$ cat config.mk
export PLATFORM = sky130hd
export DESIGN_NAME = uart_tx_fifo_flat
export DESIGN_NICKNAME = d
export VERILOG_FILES = /design/src/rtl/uart_tx_fifo_if.sv /design/src/rtl/uart_tx_fifo.sv /design/src/flat_wrapper.sv
export SDC_FILE = /design/constraint.sdc
export NUM_CORES = 1
export LEC_CHECK = 0
export BUFFER_PORTS_ARGS = -buffer_cell sky130_fd_sc_hd__buf_2
export CAP_MARGIN = 5
export CORE_UTILIZATION = 51
export CTS_CLUSTER_DIAMETER = 100
export DETAILED_ROUTE_END_ITERATION = 10
export GPL_ROUTABILITY_DRIVEN = 0
export GPL_TIMING_DRIVEN = 0
export PLACE_DENSITY_LB_ADDON = 0.3
export SKIP_LAST_GASP = 1
export SLEW_MARGIN = 20
export SYNTH_ARGS = -nofsm -noshare
export SYNTH_HDL_FRONTEND = slang
export SYNTH_SLANG_ARGS = --single-unit
$ cat constraint.sdc
create_clock -name clk_50M -period 2.8 [get_ports clk_50M]
set_input_delay 0.42 -clock clk_50M [delete_from_list [all_inputs] [get_ports clk_50M]]
set_output_delay 0.42 -clock clk_50M [all_outputs]
set_load 0.005 [all_outputs]
$ cat src/rtl/uart_tx_fifo_if.sv
`default_nettype none
// ============================================================================
// uart_tx_fifo_if : byte push handshake into the UART transmit FIFO
// Revision 1.0 - initial release
// ============================================================================
interface uart_tx_fifo_if;
   logic [7:0] tx_data;
   logic       tx_valid;
   logic       tx_ready;

   modport master (output tx_data, output tx_valid, input  tx_ready);
   modport slave  (input  tx_data, input  tx_valid, output tx_ready);
endinterface
`default_nettype wire

$ cat src/rtl/uart_tx_fifo.sv
`default_nettype none
// ============================================================================
// uart_tx_fifo : buffered 8N1 UART transmitter, LSB first, back-to-back frames
// Revision 1.0 - initial release
// ============================================================================
module uart_tx_fifo #(
   parameter int CLK_FREQ  = 50_000_000,
   parameter int BAUD_RATE = 115200,
   parameter int FIFO_AW   = 3
) (
   input  wire logic         clk_50M,
   input  wire logic         rst_n,
   uart_tx_fifo_if.slave     tx_if,
   output logic              rs232_tx,
   output logic              tx_busy,
   output logic [FIFO_AW:0]  fifo_level,
   output logic              overflow
);

   localparam int DEPTH        = 1 << FIFO_AW;
   localparam int BAUD_CNT_MAX = CLK_FREQ / BAUD_RATE - 1;
   localparam int BAUD_W       = (BAUD_CNT_MAX > 0) ? $clog2(BAUD_CNT_MAX + 1) : 1;
   localparam logic [BAUD_W-1:0] BAUD_LAST  = BAUD_W'(BAUD_CNT_MAX);
   localparam logic [FIFO_AW:0]  LEVEL_FULL = (FIFO_AW + 1)'(DEPTH);

   typedef enum logic [1:0] {
      IDLE  = 2'd0,
      START = 2'd1,
      DATA  = 2'd2,
      STOP  = 2'd3
   } state_t;

   state_t              state_q, state_d;
   logic [BAUD_W-1:0]   baud_q, baud_d;
   logic [2:0]          bit_q, bit_d;
   logic [7:0]          shift_q, shift_d;
   logic                tx_q, tx_d;
   logic [FIFO_AW:0]    level_q;
   logic [FIFO_AW-1:0]  wr_ptr_q, rd_ptr_q;
   logic [7:0]          mem_q [DEPTH];
   logic                full, push, pop;

   // Full is judged on the registered level, so a same-cycle pop never frees a slot
   assign full           = (level_q == LEVEL_FULL);
   assign tx_if.tx_ready = ~full;
   assign push           = tx_if.tx_valid & ~full;
   assign overflow       = tx_if.tx_valid & full;
   assign fifo_level     = level_q;
   assign rs232_tx       = tx_q;
   assign tx_busy        = (state_q != IDLE) | (level_q != '0);

   always_ff @(posedge clk_50M or negedge rst_n) begin
      if (!rst_n) begin
         wr_ptr_q <= '0;
         rd_ptr_q <= '0;
         level_q  <= '0;
      end else begin
         if (push) wr_ptr_q <= wr_ptr_q + 1'b1;
         if (pop)  rd_ptr_q <= rd_ptr_q + 1'b1;
         case ({push, pop})
            2'b10:   level_q <= level_q + 1'b1;
            2'b01:   level_q <= level_q - 1'b1;
            default: level_q <= level_q;
         endcase
      end
   end

   always_ff @(posedge clk_50M) begin
      if (push) mem_q[wr_ptr_q] <= tx_if.tx_data;
   end

   always_ff @(posedge clk_50M or negedge rst_n) begin
      if (!rst_n) begin
         state_q <= IDLE;
         baud_q  <= '0;
         bit_q   <= '0;
         shift_q <= '0;
         tx_q    <= 1'b1;
      end else begin
         state_q <= state_d;
         baud_q  <= baud_d;
         bit_q   <= bit_d;
         shift_q <= shift_d;
         tx_q    <= tx_d;
      end
   end

   // tx_d carries the line level of the state being entered, keeping the output a pure flop
   always_comb begin
      state_d = state_q;
      baud_d  = baud_q;
      bit_d   = bit_q;
      shift_d = shift_q;
      tx_d    = tx_q;
      pop     = 1'b0;
      case (state_q)
         IDLE: begin
            tx_d = 1'b1;
            if (level_q != '0) begin
               pop     = 1'b1;
               shift_d = mem_q[rd_ptr_q];
               baud_d  = '0;
               state_d = START;
               tx_d    = 1'b0;
            end
         end
         START: begin
            if (baud_q == BAUD_LAST) begin
               baud_d  = '0;
               bit_d   = '0;
               state_d = DATA;
               tx_d    = shift_q[0];
            end else begin
               baud_d = baud_q + 1'b1;
            end
         end
         DATA: begin
            if (baud_q == BAUD_LAST) begin
               baud_d  = '0;
               shift_d = shift_q >> 1;
               if (bit_q == 3'd7) begin
                  state_d = STOP;
                  tx_d    = 1'b1;
               end else begin
                  bit_d = bit_q + 1'b1;
                  tx_d  = shift_q[1];
               end
            end else begin
               baud_d = baud_q + 1'b1;
            end
         end
         STOP: begin
            if (baud_q == BAUD_LAST) begin
               baud_d = '0;
               if (level_q != '0) begin
                  pop     = 1'b1;
                  shift_d = mem_q[rd_ptr_q];
                  state_d = START;
                  tx_d    = 1'b0;
               end else begin
                  state_d = IDLE;
                  tx_d    = 1'b1;
               end
            end else begin
               baud_d = baud_q + 1'b1;
            end
         end
         default: begin
            state_d = IDLE;
            tx_d    = 1'b1;
         end
      endcase
   end

endmodule
`default_nettype wire

$ cat src/flat_wrapper.sv
// flat-port wrapper written by rule: the top's interface ports become plain ports
module uart_tx_fifo_flat 
#(
   parameter int CLK_FREQ  = 50_000_000,
   parameter int BAUD_RATE = 115200,
   parameter int FIFO_AW   = 3
)
  (clk_50M, rst_n, rs232_tx, tx_busy, fifo_level, overflow, tx_if_tx_data, tx_if_tx_valid, tx_if_tx_ready);
  uart_tx_fifo_if tx_if_i ();
  input  wire logic clk_50M;
  input  wire logic rst_n;
  output logic rs232_tx;
  output logic tx_busy;
  output logic [FIFO_AW:0] fifo_level;
  output logic overflow;
  input wire logic [$bits(tx_if_i.tx_data)-1:0] tx_if_tx_data;
  input wire logic [$bits(tx_if_i.tx_valid)-1:0] tx_if_tx_valid;
  output wire logic [$bits(tx_if_i.tx_ready)-1:0] tx_if_tx_ready;
  assign tx_if_i.tx_data = tx_if_tx_data;
  assign tx_if_i.tx_valid = tx_if_tx_valid;
  assign tx_if_tx_ready = tx_if_i.tx_ready;
  uart_tx_fifo #(.CLK_FREQ(CLK_FREQ), .BAUD_RATE(BAUD_RATE), .FIFO_AW(FIFO_AW)) u_core (.clk_50M(clk_50M), .rst_n(rst_n), .tx_if(tx_if_i), .rs232_tx(rs232_tx), .tx_busy(tx_busy), .fifo_level(fifo_level), .overflow(overflow));
endmodule
; ---- Word-level counts from Yosys, hierarchy flattened
; Memories as Yosys holds them, arrays and structs flattened.
; Index checks and enable logic that the tools add are counted.
[op_classes]
n_addsub = 6
eq_ne = 14
mux = 30
bitwise = 4
n_reduce_logical = 11
[op_table]
columns = cell, count
row1 = 8-bit two-way mux, 3
row2 = 8-bit one-hot mux with 3 select lines, 1
row3 = 9-bit two-way mux, 2
row4 = 9-bit one-hot mux with 2 select lines, 1
row5 = 1-bit two-way mux, 10
row6 = 2-bit two-way mux, 5
row7 = 2-bit by 1-bit inequality test with 1-bit output (second input constant), 5
row8 = 3-bit by 1-bit adder with 3-bit output (second input constant), 3
row9 = 9-bit by 1-bit adder with 9-bit output (second input constant), 1
row10 = 9-bit == test (second input constant), 1
row11 = 3-bit two-way mux, 3
row12 = 2-bit one-hot mux with 4 select lines, 1
row13 = 4-bit one-hot mux with 2 select lines, 1
row14 = 2-bit == test (second input constant), 3
row15 = 3-bit one-hot mux with 2 select lines, 1
row16 = 3-bit AND reduction, 2
row17 = 2-bit nonzero test, 3
row18 = 5-bit AND reduction, 1
row19 = 4-bit by 1-bit adder with 4-bit output (second input constant), 1
row20 = 2-bit by 1-bit == test with 1-bit output (second input constant), 2
row21 = 4-bit == test (second input constant), 1
row22 = 1-bit one-hot mux with 4 select lines, 1
row23 = 4-bit AND reduction, 1
row24 = 4-bit nonzero test, 1
row25 = 10 further kinds, 11
[totals]
ff_bits = 33
mem_bits_rw = 64
inputBits = 11
word_cells = 74
mem_count = 1
[memory_table]
columns = memory, depth, width, rd, rd_ports_with_merged_regs, wr, line_no
row1 = u_core.mem_q, 8, 8, 1, 0, 1, uart_tx_fifo.sv:40  ; logic [7:0] mem_q [DEPTH];

; ---- Longest topological paths before layout
[logic_depth]
ltp_word = 6
ltp_mapped = 13

; ---- Worst setup path after synthesis
; No wires, ideal clock.
[synth_timing]
kind = reg-to-reg
start = register u_core.level_q[1], in the netlist u_core.fifo_level[1]
end = register u_core.level_q[2], in the netlist u_core.fifo_level[2]
arrival_time_ns = 2.431
required_ns = 2.672
slack_ns = 0.241
stages_incl_launch_ff = 12
n_path_buf = 1
period_less_slack_ns = 2.559
cell_sequence = dfrtp_1 -> buf_6 -> or4b_2 -> and2_4 -> inv_1 -> ha_1 -> xor2_1 -> ha_1 -> a21oi_1 -> xor2_1 -> nor2_1 -> xor2_1
[synth_via]
elab_cells_between_ends = 13
[synth_rtl]
columns = item, line_no
row1 = start: declaration, uart_tx_fifo.sv:38  ; logic [FIFO_AW:0] level_q;
row2 = start signal: assignment, uart_tx_fifo.sv:61  ; 2'b10: level_q <= level_q + 1'b1;
row3 = start signal: assignment, uart_tx_fifo.sv:62  ; 2'b01: level_q <= level_q - 1'b1;
row4 = start signal: assignment, uart_tx_fifo.sv:63  ; default: level_q <= level_q;
row5 = 4-bit == test *, uart_tx_fifo.sv:44  ; assign full = (level_q == LEVEL_FULL);
row6 = 1-bit NOT *, n/a
row7 = net tx_if_tx_ready, flat_wrapper.sv:18  ; output wire logic [$bits(tx_if_i.tx_ready)-1:0] tx_if_tx_ready;
row8 = 1-bit AND *, uart_tx_fifo.sv:46  ; assign push = tx_if.tx_valid & ~full;
row9 = 2-bit by 1-bit == test with 1-bit output or 2-bit == test (tied branches), uart_tx_fifo.sv:60  ; case ({push, pop})
row10 = 4-bit one-hot mux with 2 select lines or 2-bit nonzero test (tied branches), n/a
; The timed path passes the listed nets; every way through them passes the cells marked *.
; A chain may end at the register's enable or synchronous reset.

; ---- Worst setup path after layout
[layout_timing]
start = register u_core.baud_q[0]
end = register u_core.level_q[3], in the netlist u_core.fifo_level[3]
[layout_via]
elab_chain_cells = 5
elab_cells_between_ends = 7
[layout_lines]
columns = item, line_no
row1 = start: declaration, uart_tx_fifo.sv:34  ; logic [BAUD_W-1:0] baud_q, baud_d;
row2 = start signal: assignment, uart_tx_fifo.sv:81  ; baud_q <= baud_d;
row3 = 9-bit == test *, uart_tx_fifo.sv:133  ; if (baud_q == BAUD_LAST) begin
row4 = 1-bit two-way mux *, uart_tx_fifo.sv:133
row5 = 1-bit one-hot mux with 2 select lines *, uart_tx_fifo.sv:96  ; case (state_q)
row6 = net u_core.pop, uart_tx_fifo.sv:41  ; logic full, push, pop;
row7 = 2-bit by 1-bit == test with 1-bit output or 2-bit == test (tied branches), uart_tx_fifo.sv:60
row8 = 4-bit one-hot mux with 2 select lines or 2-bit nonzero test (tied branches), n/a
; Marks and branches as above.

==> summary.log <==
qor: status.status completed
qor: sta.fin_setup_tns 0 ns
qor: drt.wl 7.73 mm
qor: clocking.insertion_delay 0.36 ns
qor: global_route.antenna_found_initial 0
qor: sta.fin_worst_skew 0.0108 ns
qor: clocking.cts-htree-levels 3
qor: min_path.holdCritPathClass input port to async pin
qor: drt.antenna_left 0
qor: sta.period_minus_slack 2.65 ns
qor: sta.finalMaxSlewViolations 0
qor: sta.final-hold-violation-count 0
qor: critical_path.crit_type flop to flop
qor: floorplanning.floorplan.core_area 8680 um2
qor: sta.final.period_utilization 94.8%
qor: floorplanning.fp-row-count 34
qor: floorplanning.starting_density 52.2%
qor: floorplanning.design.die.area 9260 um2
qor: drt.routed_wire_per_std_cell 17.8 um
qor: logic_synthesis.synth.lib_cells_used.distinct 59
qor: placement.place.port_buffers 18
qor: sta.clock.fmax 377 MHz
qor: floorplanning.floorplan.die.height 96.2 um
qor: sta.rsz0062_at_grt false
qor: logic_synthesis.synth_largest_area_cell sky130_fd_sc_hd__edfxtp_1
qor: critical_path.crit_path_top_delay_cell sky130_fd_sc_hd__or4bb_1
qor: clocking.clk_transition_reported_paths 0.10 ns
qor: power.power.density_cell_area 1010 nW/um2
qor: sta.setup_ws 0.146 ns
qor: critical_path.critPathRequiredTime 3.09 ns
qor: global_route.first_pass_grt_wire_length 12.3 mm
qor: logic_synthesis.ys_dominant_reg_cell sky130_fd_sc_hd__edfxtp_1
qor: logic_synthesis.ys_top_cells_by_count sky130_fd_sc_hd__edfxtp_1 (64), sky130_fd_sc_hd__dfrtp_1 (32), sky130_fd_sc_hd__nor2_1 (17)
qor: drt.detail_route.vias_per_cell 5.67
qor: logic_synthesis.synth.top_cell.area_share 42.4%
qor: sta.setup_viol 0
qor: logic_synthesis.syn-num-nets 318
qor: clocking.clock_path_buffers 2
qor: drt.dr_total_vias 2465
qor: critical_path.critical_path.cell_chain ha_1 -> and4b_1 -> buf_4 -> a31oi_2 -> nor3_2 -> ha_1 -> or4bb_1 -> a211oi_1 -> xor2_1
qor: floorplanning.die_w 96.2 um
qor: drt.detail_route.first_pass.iterations 4
qor: cells_and_area.nets 347
qor: clocking.cts.sink_count 97
qor: power.p_leak 1.91 nW
qor: sta.maxSlewHeadroom 34.3%
qor: power.p_clk_share 17.3%
qor: critical_path.critPathCaptureType flop
qor: critical_path.crit_top_cell sky130_fd_sc_hd__ha_1
qor: logic_synthesis.yosysMostFrequentCell sky130_fd_sc_hd__edfxtp_1
qor: global_route.gr-total-overflow 0
qor: logic_synthesis.synth_edf_count 64
qor: critical_path.biggest_cell_delay_along_the_critical_path 0.51 ns
qor: logic_synthesis.post_synth_inst_count 293
qor: drt.drc_errors 0
qor: critical_path.crit_buf_inv 1
qor: logic_synthesis.ys_seq_area_share 60.7%
qor: sta.worst_slew_pin_slew 0.981 ns
qor: critical_path.category_of_the_worst_setup_path_launch_point flop
qor: critical_path.crit_fanout 7
qor: global_route.grt_start_max_net_pins 34
qor: logic_synthesis.largest_cells_by_area_after_synthesis sky130_fd_sc_hd__edfxtp_1 (42%), sky130_fd_sc_hd__dfrtp_1 (18%), sky130_fd_sc_hd__mux4_1 (7.5%)
qor: placement.dpl.hpwl 5.13 mm
qor: power.p_sw_share 35.6%
qor: power.vdd_drop_max 418 uV
qor: logic_synthesis.flops_latches_synth 97
qor: floorplanning.top_level_ports 19
qor: power.seqPwrFrac 41.4%
qor: cells_and_area.antenna_cells 0
qor: clocking.tritoncts built
qor: power.p_comb_share 41.3%
qor: cells_and_area.area_growth_syn_to_layout 9.83%
qor: placement.worst_setup_slack_after_placement 0.120 ns
qor: cells_and_area.final_layout_size_suffix_gt1_share 23.5%
qor: power.power.internal 3.23 mW
qor: clocking.root_buf_cell sky130_fd_sc_hd__clkbuf_8
qor: logic_synthesis.synth.cell_area 4530 um2
qor: power.power.net_switching 1.79 mW
qor: logic_synthesis.synthesis_warning_total 0
qor: clocking.cts_made_buffers 9
qor: global_route.track_usage 18.7%
qor: flow_run.max-cap-violations 0
qor: logic_synthesis.postSynthAreaPerCell 15.5 um2
qor: drt.drtIter0Drc 100
qor: critical_path.cpLargestDelayFamily simple AND/OR/NAND/NOR gates
qor: logic_synthesis.synthArstFlopShare 34.0%
qor: critical_path.worstPathArrival 2.95 ns
qor: global_route.grt_pass1_vias 2428
## repair_timing
item,in CTS,in global routing
hold buffers,0,0
setup buffers,0,0
endpoints found under the setup margin,0,2
gates resized for setup,0,5
## registers in the layout, summed over array words and instances, names as in the netlist
signal	count
u_core.baud_q	9
u_core.bit_q	3
u_core.fifo_level	4
u_core.mem_q	64
u_core.rd_ptr_q	3
u_core.rs232_tx	1
u_core.shift_q	8
u_core.state_q	2
u_core.wr_ptr_q	3
## through the flow
| step | power, mW | util, % | instance area [um2] | hold WS, ns | std cells |
|---|---|---|---|---|---|
| 2_1_floorplan | 3.68 | - | 4530 | 0.124 | 293 |
| 3_5_place_dp | 4.18 | 54.9 | 4760 | 0.501 | 419 |
| 5_1_grt | 5.34 | 57.3 | 4970 | 0.177 | 435 |
| 4_1_cts | 5.05 | 57.0 | 4950 | 0.140 | 435 |
| 6_report | 5.02 | 57.3 | 4970 | 0.112 | 435 |
| 3_3_place_gp | 4.10 | 54.8 | 4750 | 0.498 | 419 |
## worst reg2reg max path: cells and delay by family, from the launching register on
family          cells  cell delay, ns
fa+ha+maj           2            0.50
xor+xnor            1            0.16
buf+inv             1            0.16
flops               1            0.44
compound gates      2            0.51
simple gates        3            0.82
## power groups by stage
stage                     clock [mW]  combinational, mW  sequential (mW)
final                          0.871               2.07             2.08
after global routing           0.933               2.28             2.13
after floorplan                    0               1.62             2.05
after detailed placement           0               2.08             2.11
after global placement             0               2.02             2.08
after CTS                      0.890               2.08             2.08
## final cells by class
| cell class | count | area (um2) |
|---|---|---|
| Fill cell | 711 | 3700 |
| Sequential cell | 97 | 2750 |
| Multi-Input combinational cell | 176 | 1640 |
| Buffer | 11 | 139 |
| Tap cell | 108 | 135 |
| Clock buffer | 10 | 128 |
| Timing Repair Buffer | 18 | 90.1 |
| Clock inverter | 6 | 57.6 |
| Inverter | 9 | 33.8 |
## cells in the final DEF, fill, tap and decap left out, types with 2 or more instances in the layout
| cell | synthesis | layout |
|---|---|---|
| sky130_fd_sc_hd__edfxtp_1 | 64 | 64 |
| sky130_fd_sc_hd__dfrtp_1 | 32 | 32 |
| sky130_fd_sc_hd__buf_2 | 0 | 18 |
| sky130_fd_sc_hd__nor2_1 | 17 | 17 |
| sky130_fd_sc_hd__nand2_1 | 16 | 16 |
| sky130_fd_sc_hd__o21ai_0 | 14 | 14 |
| sky130_fd_sc_hd__clkbuf_8 | 4 | 13 |
| sky130_fd_sc_hd__mux4_1 | 13 | 13 |
| sky130_fd_sc_hd__ha_1 | 14 | 13 |
| sky130_fd_sc_hd__mux2i_1 | 9 | 9 |
| sky130_fd_sc_hd__inv_1 | 9 | 8 |
| sky130_fd_sc_hd__xor2_1 | 8 | 8 |
| sky130_fd_sc_hd__mux2_2 | 8 | 8 |
| sky130_fd_sc_hd__buf_6 | 5 | 5 |
| sky130_fd_sc_hd__xnor2_1 | 5 | 5 |
| sky130_fd_sc_hd__o21ai_1 | 5 | 5 |
| sky130_fd_sc_hd__a21oi_1 | 4 | 4 |
| sky130_fd_sc_hd__nand3_1 | 4 | 4 |
| sky130_fd_sc_hd__a211oi_1 | 4 | 4 |
| sky130_fd_sc_hd__nor3_2 | 1 | 3 |
| sky130_fd_sc_hd__a21o_1 | 3 | 3 |
| sky130_fd_sc_hd__a22o_1 | 3 | 3 |
| sky130_fd_sc_hd__inv_6 | 0 | 3 |
| sky130_fd_sc_hd__and4bb_2 | 2 | 2 |
| sky130_fd_sc_hd__nand2b_1 | 2 | 2 |
| sky130_fd_sc_hd__or3_1 | 2 | 2 |
| sky130_fd_sc_hd__o31ai_1 | 2 | 2 |
| sky130_fd_sc_hd__o211ai_1 | 2 | 2 |
| sky130_fd_sc_hd__or4_1 | 2 | 2 |
| sky130_fd_sc_hd__o2111ai_1 | 2 | 2 |
| sky130_fd_sc_hd__mux4_2 | 2 | 2 |
| sky130_fd_sc_hd__o21ai_2 | 2 | 2 |
| sky130_fd_sc_hd__inv_8 | 0 | 2 |
## path summary, 6_finish.rpt
check                                                   end  slack, ns  depth (start not counted)                         start
setup reg to reg           u_core.fifo_level[3]$_DFFE_PN0P_       0.15                          9  u_core.baud_q[0]$_DFFE_PN0N_
setup / recovery           u_core.fifo_level[3]$_DFFE_PN0P_       0.15                          9  u_core.baud_q[0]$_DFFE_PN0N_
hold / removal                 u_core.baud_q[8]$_DFFE_PN0N_       0.11                          1                         rst_n
min in group clk_50M           u_core.mem_q[6][1]$_DFFE_PP_       0.32                          1              tx_if_tx_data[1]
hold reg to reg                 u_core.rs232_tx$_DFFE_PN1P_       0.52                          1   u_core.rs232_tx$_DFFE_PN1P_
max in group asynchronous     u_core.shift_q[1]$_DFFE_PN0P_       2.20                          1                         rst_n
## layer usage
metal  track usage [%]  vias up  part of all wire, %
li1                  -     1194                    -
met1              24.4     1230                   47
met2              30.4       30                   49
met3              3.63       11                  2.5
met4              7.84        0                  1.6
met5                 0        -                    0
## logic make-up after synthesis
| family | synth area share [%] |
|---|---|
| and+or+nand+nor | 8.12 |
| AOI/OAI and AO/OA | 8.23 |
| xor gates and xnor gates | 2.51 |
| buffers and inverters | 3.81 |
| muxes | 12.8 |
| DFF | 60.7 |
| adders and majority gates | 3.87 |
Note: power is estimated with default switching activity, not from simulation.
